### src/rtl/pwm_capture.sv
// ---------------------------------------------------------------------------
// pwm_capture
//
// Measures the high time and the rise-to-rise period of an asynchronous PWM
// input in clk cycles. pwm_in passes through a two-flop synchroniser and an
// edge detector. A four-state FSM counts cycles between qualifying edges. If
// no expected edge arrives within TIMEOUT cycles, the FSM reports a stuck
// level instead of a measurement.
//
// Optional feature: define PWM_CAPTURE_GLITCH_FILTER_EN to insert a
// three-sample glitch filter after the synchroniser. The filter ignores
// pulses shorter than 3 clk and adds 2 clk of edge latency.
//
// Parameters
//   TIMEOUT       cycles without an expected edge before a stuck-level result
//                 is reported (legal range 4..16'hFFFF)
// Ports
//   clk           sole clock, rising edge
//   reset         asynchronous, active-low reset
//   pwm_in        PWM waveform under measurement, asynchronous to clk
//   enable        measurement enable, synchronous to clk
//   high_count    high cycles of the last complete period
//   period_count  cycles of the last complete period, rise to rise
//   meas_valid    one-cycle pulse when high_count/period_count update
//   timeout       sticky stuck-level flag, cleared by the next real period
//   stuck_level   pwm level at the last timeout
// ---------------------------------------------------------------------------
module pwm_capture #(
  parameter logic [15:0] TIMEOUT = 16'hFFFF
) (
  input  logic        clk,
  input  logic        reset,
  input  logic        pwm_in,
  input  logic        enable,
  output logic [15:0] high_count,
  output logic [15:0] period_count,
  output logic        meas_valid,
  output logic        timeout,
  output logic        stuck_level
);

  typedef enum logic [1:0] {
    IDLE      = 2'd0,
    WAIT_RISE = 2'd1,
    MEAS_HIGH = 2'd2,
    MEAS_LOW  = 2'd3
  } state_t;

  state_t      state;
  logic [15:0] cnt;
  logic [15:0] cnt_inc;
  logic [15:0] hi_lat;

  logic pwm_meta;
  logic pwm_s;
  logic pwm_lvl;   // level seen by the edge detector (filtered or not)
  logic pwm_d;
  logic rise;
  logic fall;
  logic edge_hit;  // the edge the current state is waiting for

  // NOTE: every flop here uses non-blocking assignment, so all registers
  // update together at the clock edge.
  always_ff @(posedge clk or negedge reset) begin
    if (!reset) begin
      pwm_meta <= 1'b0;
      pwm_s    <= 1'b0;
    end else begin
      pwm_meta <= pwm_in;
      pwm_s    <= pwm_meta;
    end
  end

`ifdef PWM_CAPTURE_GLITCH_FILTER_EN
  logic [1:0] pwm_hist;
  logic       pwm_filt;

  // The output follows pwm_s as soon as three consecutive samples agree:
  // the current pwm_s and its two previous values.
  always_ff @(posedge clk or negedge reset) begin
    if (!reset) begin
      pwm_hist <= 2'b00;
      pwm_filt <= 1'b0;
    end else begin
      pwm_hist <= {pwm_hist[0], pwm_s};
      pwm_filt <= pwm_lvl;
    end
  end

  assign pwm_lvl = ((pwm_s == pwm_hist[0]) && (pwm_s == pwm_hist[1])) ? pwm_s : pwm_filt;
`else
  assign pwm_lvl = pwm_s;
`endif

  always_ff @(posedge clk or negedge reset) begin
    if (!reset) pwm_d <= 1'b0;
    else        pwm_d <= pwm_lvl;
  end

  assign rise     = pwm_lvl & ~pwm_d;
  assign fall     = ~pwm_lvl & pwm_d;
  assign edge_hit = (state == MEAS_HIGH) ? fall : rise;
  assign cnt_inc  = (cnt == 16'hFFFF) ? cnt : cnt + 16'd1;  // saturating

  always_ff @(posedge clk or negedge reset) begin
    if (!reset) begin
      state        <= IDLE;
      cnt          <= '0;
      hi_lat       <= '0;
      high_count   <= '0;
      period_count <= '0;
      meas_valid   <= 1'b0;
      timeout      <= 1'b0;
      stuck_level  <= 1'b0;
    end else begin
      // NOTE: meas_valid defaults low every cycle, so it is only a one-cycle
      // pulse where a branch below sets it.
      meas_valid <= 1'b0;
      if (!enable) begin
        state <= IDLE;
      end else if (state == IDLE) begin
        state <= WAIT_RISE;
        cnt   <= '0;
      end else if (edge_hit) begin
        // An expected edge takes priority over a coincident timeout.
        case (state)
          WAIT_RISE: begin
            cnt   <= 16'd1;
            state <= MEAS_HIGH;
          end
          MEAS_HIGH: begin
            hi_lat <= cnt;
            cnt    <= cnt_inc;
            state  <= MEAS_LOW;
          end
          MEAS_LOW: begin
            high_count   <= hi_lat;
            period_count <= cnt;
            meas_valid   <= 1'b1;
            timeout      <= 1'b0;
            cnt          <= 16'd1;
            state        <= MEAS_HIGH;
          end
          default: state <= IDLE;
        endcase
      end else if (cnt == TIMEOUT) begin
        high_count   <= pwm_lvl ? TIMEOUT : 16'd0;
        period_count <= TIMEOUT;
        meas_valid   <= 1'b1;
        timeout      <= 1'b1;
        stuck_level  <= pwm_lvl;
        cnt          <= '0;
        state        <= WAIT_RISE;
      end else begin
        cnt <= cnt_inc;
      end
    end
  end

endmodule

### config.mk
export PLATFORM = sky130hd
export DESIGN_NAME = pwm_capture
export DESIGN_NICKNAME = d
export VERILOG_FILES = /design/src/rtl/pwm_capture.sv
export SDC_FILE = /design/constraint.sdc
export NUM_CORES = 1
export LEC_CHECK = 0
export BUFFER_PORTS_ARGS = -buffer_cell sky130_fd_sc_hd__buf_2
export CAP_MARGIN = 0
export CORE_AREA = 2 2 93 113
export CTS_BUF_LIST = sky130_fd_sc_hd__clkbuf_8
export DETAILED_ROUTE_END_ITERATION = 10
export DIE_AREA = 0 0 95 115
export GPL_TIMING_DRIVEN = 0
export PLACE_DENSITY = 0.53
export SLEW_MARGIN = 20
export SYNTH_ARGS = -nofsm -noshare
export SYNTH_HDL_FRONTEND = slang
export SYNTH_SLANG_ARGS = --single-unit
### constraint.sdc
create_clock -name clk -period 5.08 [get_ports clk]
set_input_delay 1.016 -clock clk [delete_from_list [all_inputs] [get_ports clk]]
set_output_delay 1.016 -clock clk [all_outputs]
set_load 0.005 [all_outputs]
# Word-level counts from Yosys, hierarchy flattened
# Cells that the tools add are included.
[totals] regBits=72 inputBits=4 output_inout_bits=35 elab_cells=58
[classes] add_sub_neg=1 eq_ne=7 muxes=26 bitwise_logic=6 n_reduce_logical=7
[op_table] op="16-bit 2-to-1 mux" n=11
[op_table] op="16-bit case mux with 2 select lines" n=1
[op_table] op="16-bit by 1-bit adder with 16-bit output, second input constant" n=1
[op_table] op="16-bit equality test, second input constant" n=1
[op_table] op="4-bit AND reduction" n=3
[op_table] op="1-bit 2-to-1 mux" n=9
[op_table] op="2-bit 2-to-1 mux" n=4
[op_table] op="2-bit equality test, second input constant" n=2
[op_table] op="4-bit by 1-bit != test with 1-bit output, second input constant" n=1
[op_table] op="4-bit by 2-bit != test with 1-bit output, second input constant" n=1
[op_table] op="1-bit inverter" n=4
[op_table] op="2-bit case mux with 2 select lines" n=1
[op_table] op="1-bit bitwise AND" n=2
[op_table] op="2-bit by 1-bit equality test with 1-bit output, second input constant" n=1
[op_table] op="2-bit logical NOT" n=1
[op_table] op="2-bit by 1-bit != test with 1-bit output, second input constant" n=1
[op_table] op="2-bit AND reduction" n=1
[op_table] op="2-bit nonzero test" n=1
[op_table] op="2-bit OR reduction" n=1

# Longest topological paths before layout
[depth] word_depth=6 mapped_depth=9 mapped_depth_nobuf=8

# Least setup slack after synthesis
# Ideal clock, no wire load.
[synth_path] path_kind="input to register" from="in enable" to="reg high_count[10]" arrival_time_ps=2383 required_time_ps=4958 setup_slack_ps=2576 path_stages=7 path_cell_list="buf_2 inv_2 or4_1 buf_2 o311ai_4 buf_4 a2bb2oi_2"
[synth_between] elab_chain_len=1
[synth_rtl] item="start, declared" line_no="34" rtl="input logic enable,"
[synth_rtl] item="4-bit AND reduction (no source line)"
[synth_rtl] item="end signal, assigned" line_no="137" rtl="high_count <= hi_lat;"
[synth_rtl] item="end signal, assigned" line_no="147" rtl="high_count <= pwm_lvl ? TIMEOUT : 16'd0;"
[synth_rtl] item="end, declared" line_no="35" rtl="output logic [15:0] high_count,"
# No other way between the ends.
# A chain may end at the register's enable or synchronous reset.

# Final worst setup path
[layout_path] from="reg cnt[0]" to="reg cnt[0]"
[layout_between] elab_chain_len=5 elab_cells_between_ends=7
[layout_rtl] item="start, declared" line_no="50" rtl="logic [15:0] cnt;"
[layout_rtl] item="start signal, assigned" line_no="133" rtl="cnt <= cnt_inc;"
[layout_rtl] item="start signal, assigned" line_no="155" rtl="cnt <= cnt_inc;"
[layout_rtl] item="16-bit by 1-bit adder with 16-bit output / 16-bit equality test (equally long branches)" line_no="103, 146"
[layout_rtl] item="16-bit 2-to-1 mux" line_no="103" rtl="assign cnt_inc = (cnt == 16'hFFFF) ? cnt : cnt + 16'd1;"
[layout_rtl] item="16-bit case mux with 2 select lines / 16-bit 2-to-1 mux (equally long branches)" line_no="126, 146"
[layout_rtl] item="16-bit 2-to-1 mux *" line_no="124" rtl="end else if (edge_hit) begin"
[layout_rtl] item="16-bit 2-to-1 mux *" line_no="121" rtl="end else if (state == IDLE) begin"
# Every way passes the cells marked *; elsewhere a longest branch is shown, timed or not.

==> results by group <==
Place
  • RD Place Congestion: 0.849
  • Dpl ws: 2.31 ns
  • DP Area: 0.00376 mm2
  • Dpl hpwl: 5490 um
  • Cell count after placement: 457
  • # port buffers: 37

STA
  • Peak Freq: 0.371 GHz
  • Finish-stage setup viols: 0
  • Crit share post-route: 53.1%
  • RSZ-0062 raised after global routing: false
  • Rel. slew slack: 62.5%
  • Fin. Hold Viols: 0
  • Tmin final: 2.70 ns
  • Final setup TNS: 0 ns
  • Setup Skew: 0.00510 ns
  • PnR worst setup slack: 2.38 ns
  • Pins over their slew limit: 0
  • Worst slew pin tran: 0.561 ns
  • WHS: 0.351 ns

Routing
  • Vias: 2458
  • Drt wl/cell: 16.8 um
  • Final wirelength: 7930 um
  • Drt initial violations: 101
  • Antenna-violating nets left: 0
  • 1st-pass router iterations: 4
  • Via/cell ratio: 5.20
  • DRC viols: 0

Worst setup path
  • WP buf/inv: 2
  • CP Capture Type: flip-flop
  • Crit path top cell by count: ha_1
  • CP Cell Sequence: ha_1 > nand4_1 > nor4_4 > inv_2 > buf_1 > ha_1 > a21oi_1 > o221ai_1 > o21ai_0
  • Worst Reg-to-Reg Cells: 9
  • CP Depth: 9
  • Critical path class: reg -> reg
  • Required @ worst endpoint: 5.31 ns
  • CP top delay family: adder cells
  • Data arrival, critical path: 2.93 ns
  • CP Launch Type: flip-flop
  • Top fanout value on the critical path: 10
  • Crit-path slowest cell: dfrtp_1
  • Worst path max stage delay: 0.49 ns

Synth
  • #FFs+latches synth: 72
  • Mapped Area: 0.00340 mm2
  • Sequential fraction of the synthesis area: 53.0%
  • Largest cells by area after synthesis: dfrtp_1 53%, a2bb2oi_2 7.1%, mux2_2 6.0%, o22a_1 4.6%, nand2_1 3.4%
  • Post-synth EDFFs: 0
  • Synth cell types: 49
  • Synth Instances: 293
  • Most area-hungry cell type in the Yosys netlist: dfrtp_1
  • Ys async rst share: 100%
  • Ys flop type: dfrtp_1
  • Synth top cells by count: 72 x dfrtp_1, 31 x nand2_1, 18 x a21oi_1, 18 x mux2_2, 18 x o22a_1
  • Synthesized area per cell: 11.6 um2
  • Syn Nets: 299
  • Area share of the leading cell type in the synthesized netlist: 53.0%
  • Most common cell in the netlist: dfrtp_1
  • Synth warnings: 0

Clock tree
  • Reg clk slew, reported paths: 0.07 ns
  • CTS Buf Count: 9
  • Clk sinks: 72
  • Bufs on Longest Clock Path: 2
  • Skew-Pair Late Insertion Delay: 0.37 ns
  • CTS tree: done
  • Post-CTS sizing: 0
  • H-tree Lvls: 3
  • Post CTS Setup Buffer Count: 0
  • Root Buffer: clkbuf_8
  • Hold-fix buffers, CTS: 0

Power
  • Leakage power: 1.83 nW
  • Total Power: 1.28 mW
  • P per Cell Area: 325 mW/mm2
  • Max rail drop VDD: 0.000111 V

Global route
  • Largest net degree at the start of global routing: 41
  • Initial antenna violation count: 0
  • Gr ovfl total: 0
  • Global-route wire length before repair: 13000 um
  • Number of global-route vias before repair: 2436
  • GRT Overall Usage: 15.9%

Min path
  • Hold WC Path Type: reg -> reg
  • Hold Path Cell Cnt: 0

Die
  • Initial Utilization: 34.5%
  • Core ar.: 0.00986 mm2
  • IO Count: 39
  • Core Rows: 40
  • Die X: 95 um
  • Die Ht: 115 um
  • Die area: 0.0109 mm2

Finish
  • Final core occ: 40.0%
  • P&R area growth vs syn: 16.1%
  • Fin nets: 348
  • Fillers: 950
  • Number of diodes: 0
  • Share of cells above drive strength 1: 32.6%
  • Final std cells w/o fill: 473
  • Design Area, Final: 0.00395 mm2

Status
  • Status: finished, final reports clean

Run
  • Max-cap violations: 0
## where the power goes
group          switching, mW  internal [mW]
combinational         0.0798          0.108
clock                  0.221          0.202
sequential            0.0401          0.633
total                  0.341          0.944
## final timing paths
| path | from | to | slack, ns |
|---|---|---|---|
| worst min register to register | pwm_meta | pwm_lvl | 0.35 |
| max in group asynchronous | reset | stuck_level | 3.93 |
| min in group asynchronous | reset | hi_lat[6] | 0.59 |
| worst min-delay path | pwm_meta | pwm_lvl | 0.35 |
| worst max register to register | cnt[0] | cnt[0] | 2.38 |
| worst max-delay path | cnt[0] | cnt[0] | 2.38 |
## cell usage in the layout (no fill, tap or decap), drive strengths merged, types with 8 or more instances in the layout
cell and count:
a21oi 18, a2bb2oi 16, buf 53, clkbuf 19, dfrtp 72, inv 9
mux2 18, nand2 31, nor2 9, nor3 8, o21ai 18, o22a 18
## per-layer routing
| layer | share of wire, % | wire, um | track usage [%] | vias to the layer above |
|---|---|---|---|---|
| met5 | 0 | 0 | 0 | - |
| met4 | 1.5 | 121 | 6.67 | 0 |
| met3 | 3.8 | 300 | 3.93 | 9 |
| met2 | 49 | 3910 | 25.2 | 41 |
| met1 | 45 | 3600 | 20.7 | 1229 |
| li1 | - | - | - | 1179 |
## kinds of logic after synthesis
family / share of synthesized area [%]
AOI/OAI and AO/OA: 22.3
adders and majority gates: 0.736
muxes: 6.85
and+or+nand+nor: 11.9
DFF: 53.0
buffers and inverters: 5.19
## final cells by class
class | count | area [um2] | area share, %
flip-flops and latches | 72 | 1800 | 45.7
multi-input cells | 189 | 1420 | 36.0
repair buffers | 38 | 208 | 5.26
well taps | 126 | 158 | 3.99
clock buffers | 11 | 151 | 3.84
plain buffers | 23 | 143 | 3.61
inverters | 9 | 33.8 | 0.856
clock inverters | 5 | 31.3 | 0.793
## state kept, by name, summed over array words and instances (netlist names)
signal and cells:
pwm_meta 1, timeout 1, meas_valid 1, high_count 16
pwm_d 1, period_count 16, hi_lat 16, stuck_level 1
state 2, cnt 16, pwm_lvl 1
Power figures use the tool's default switching activity.
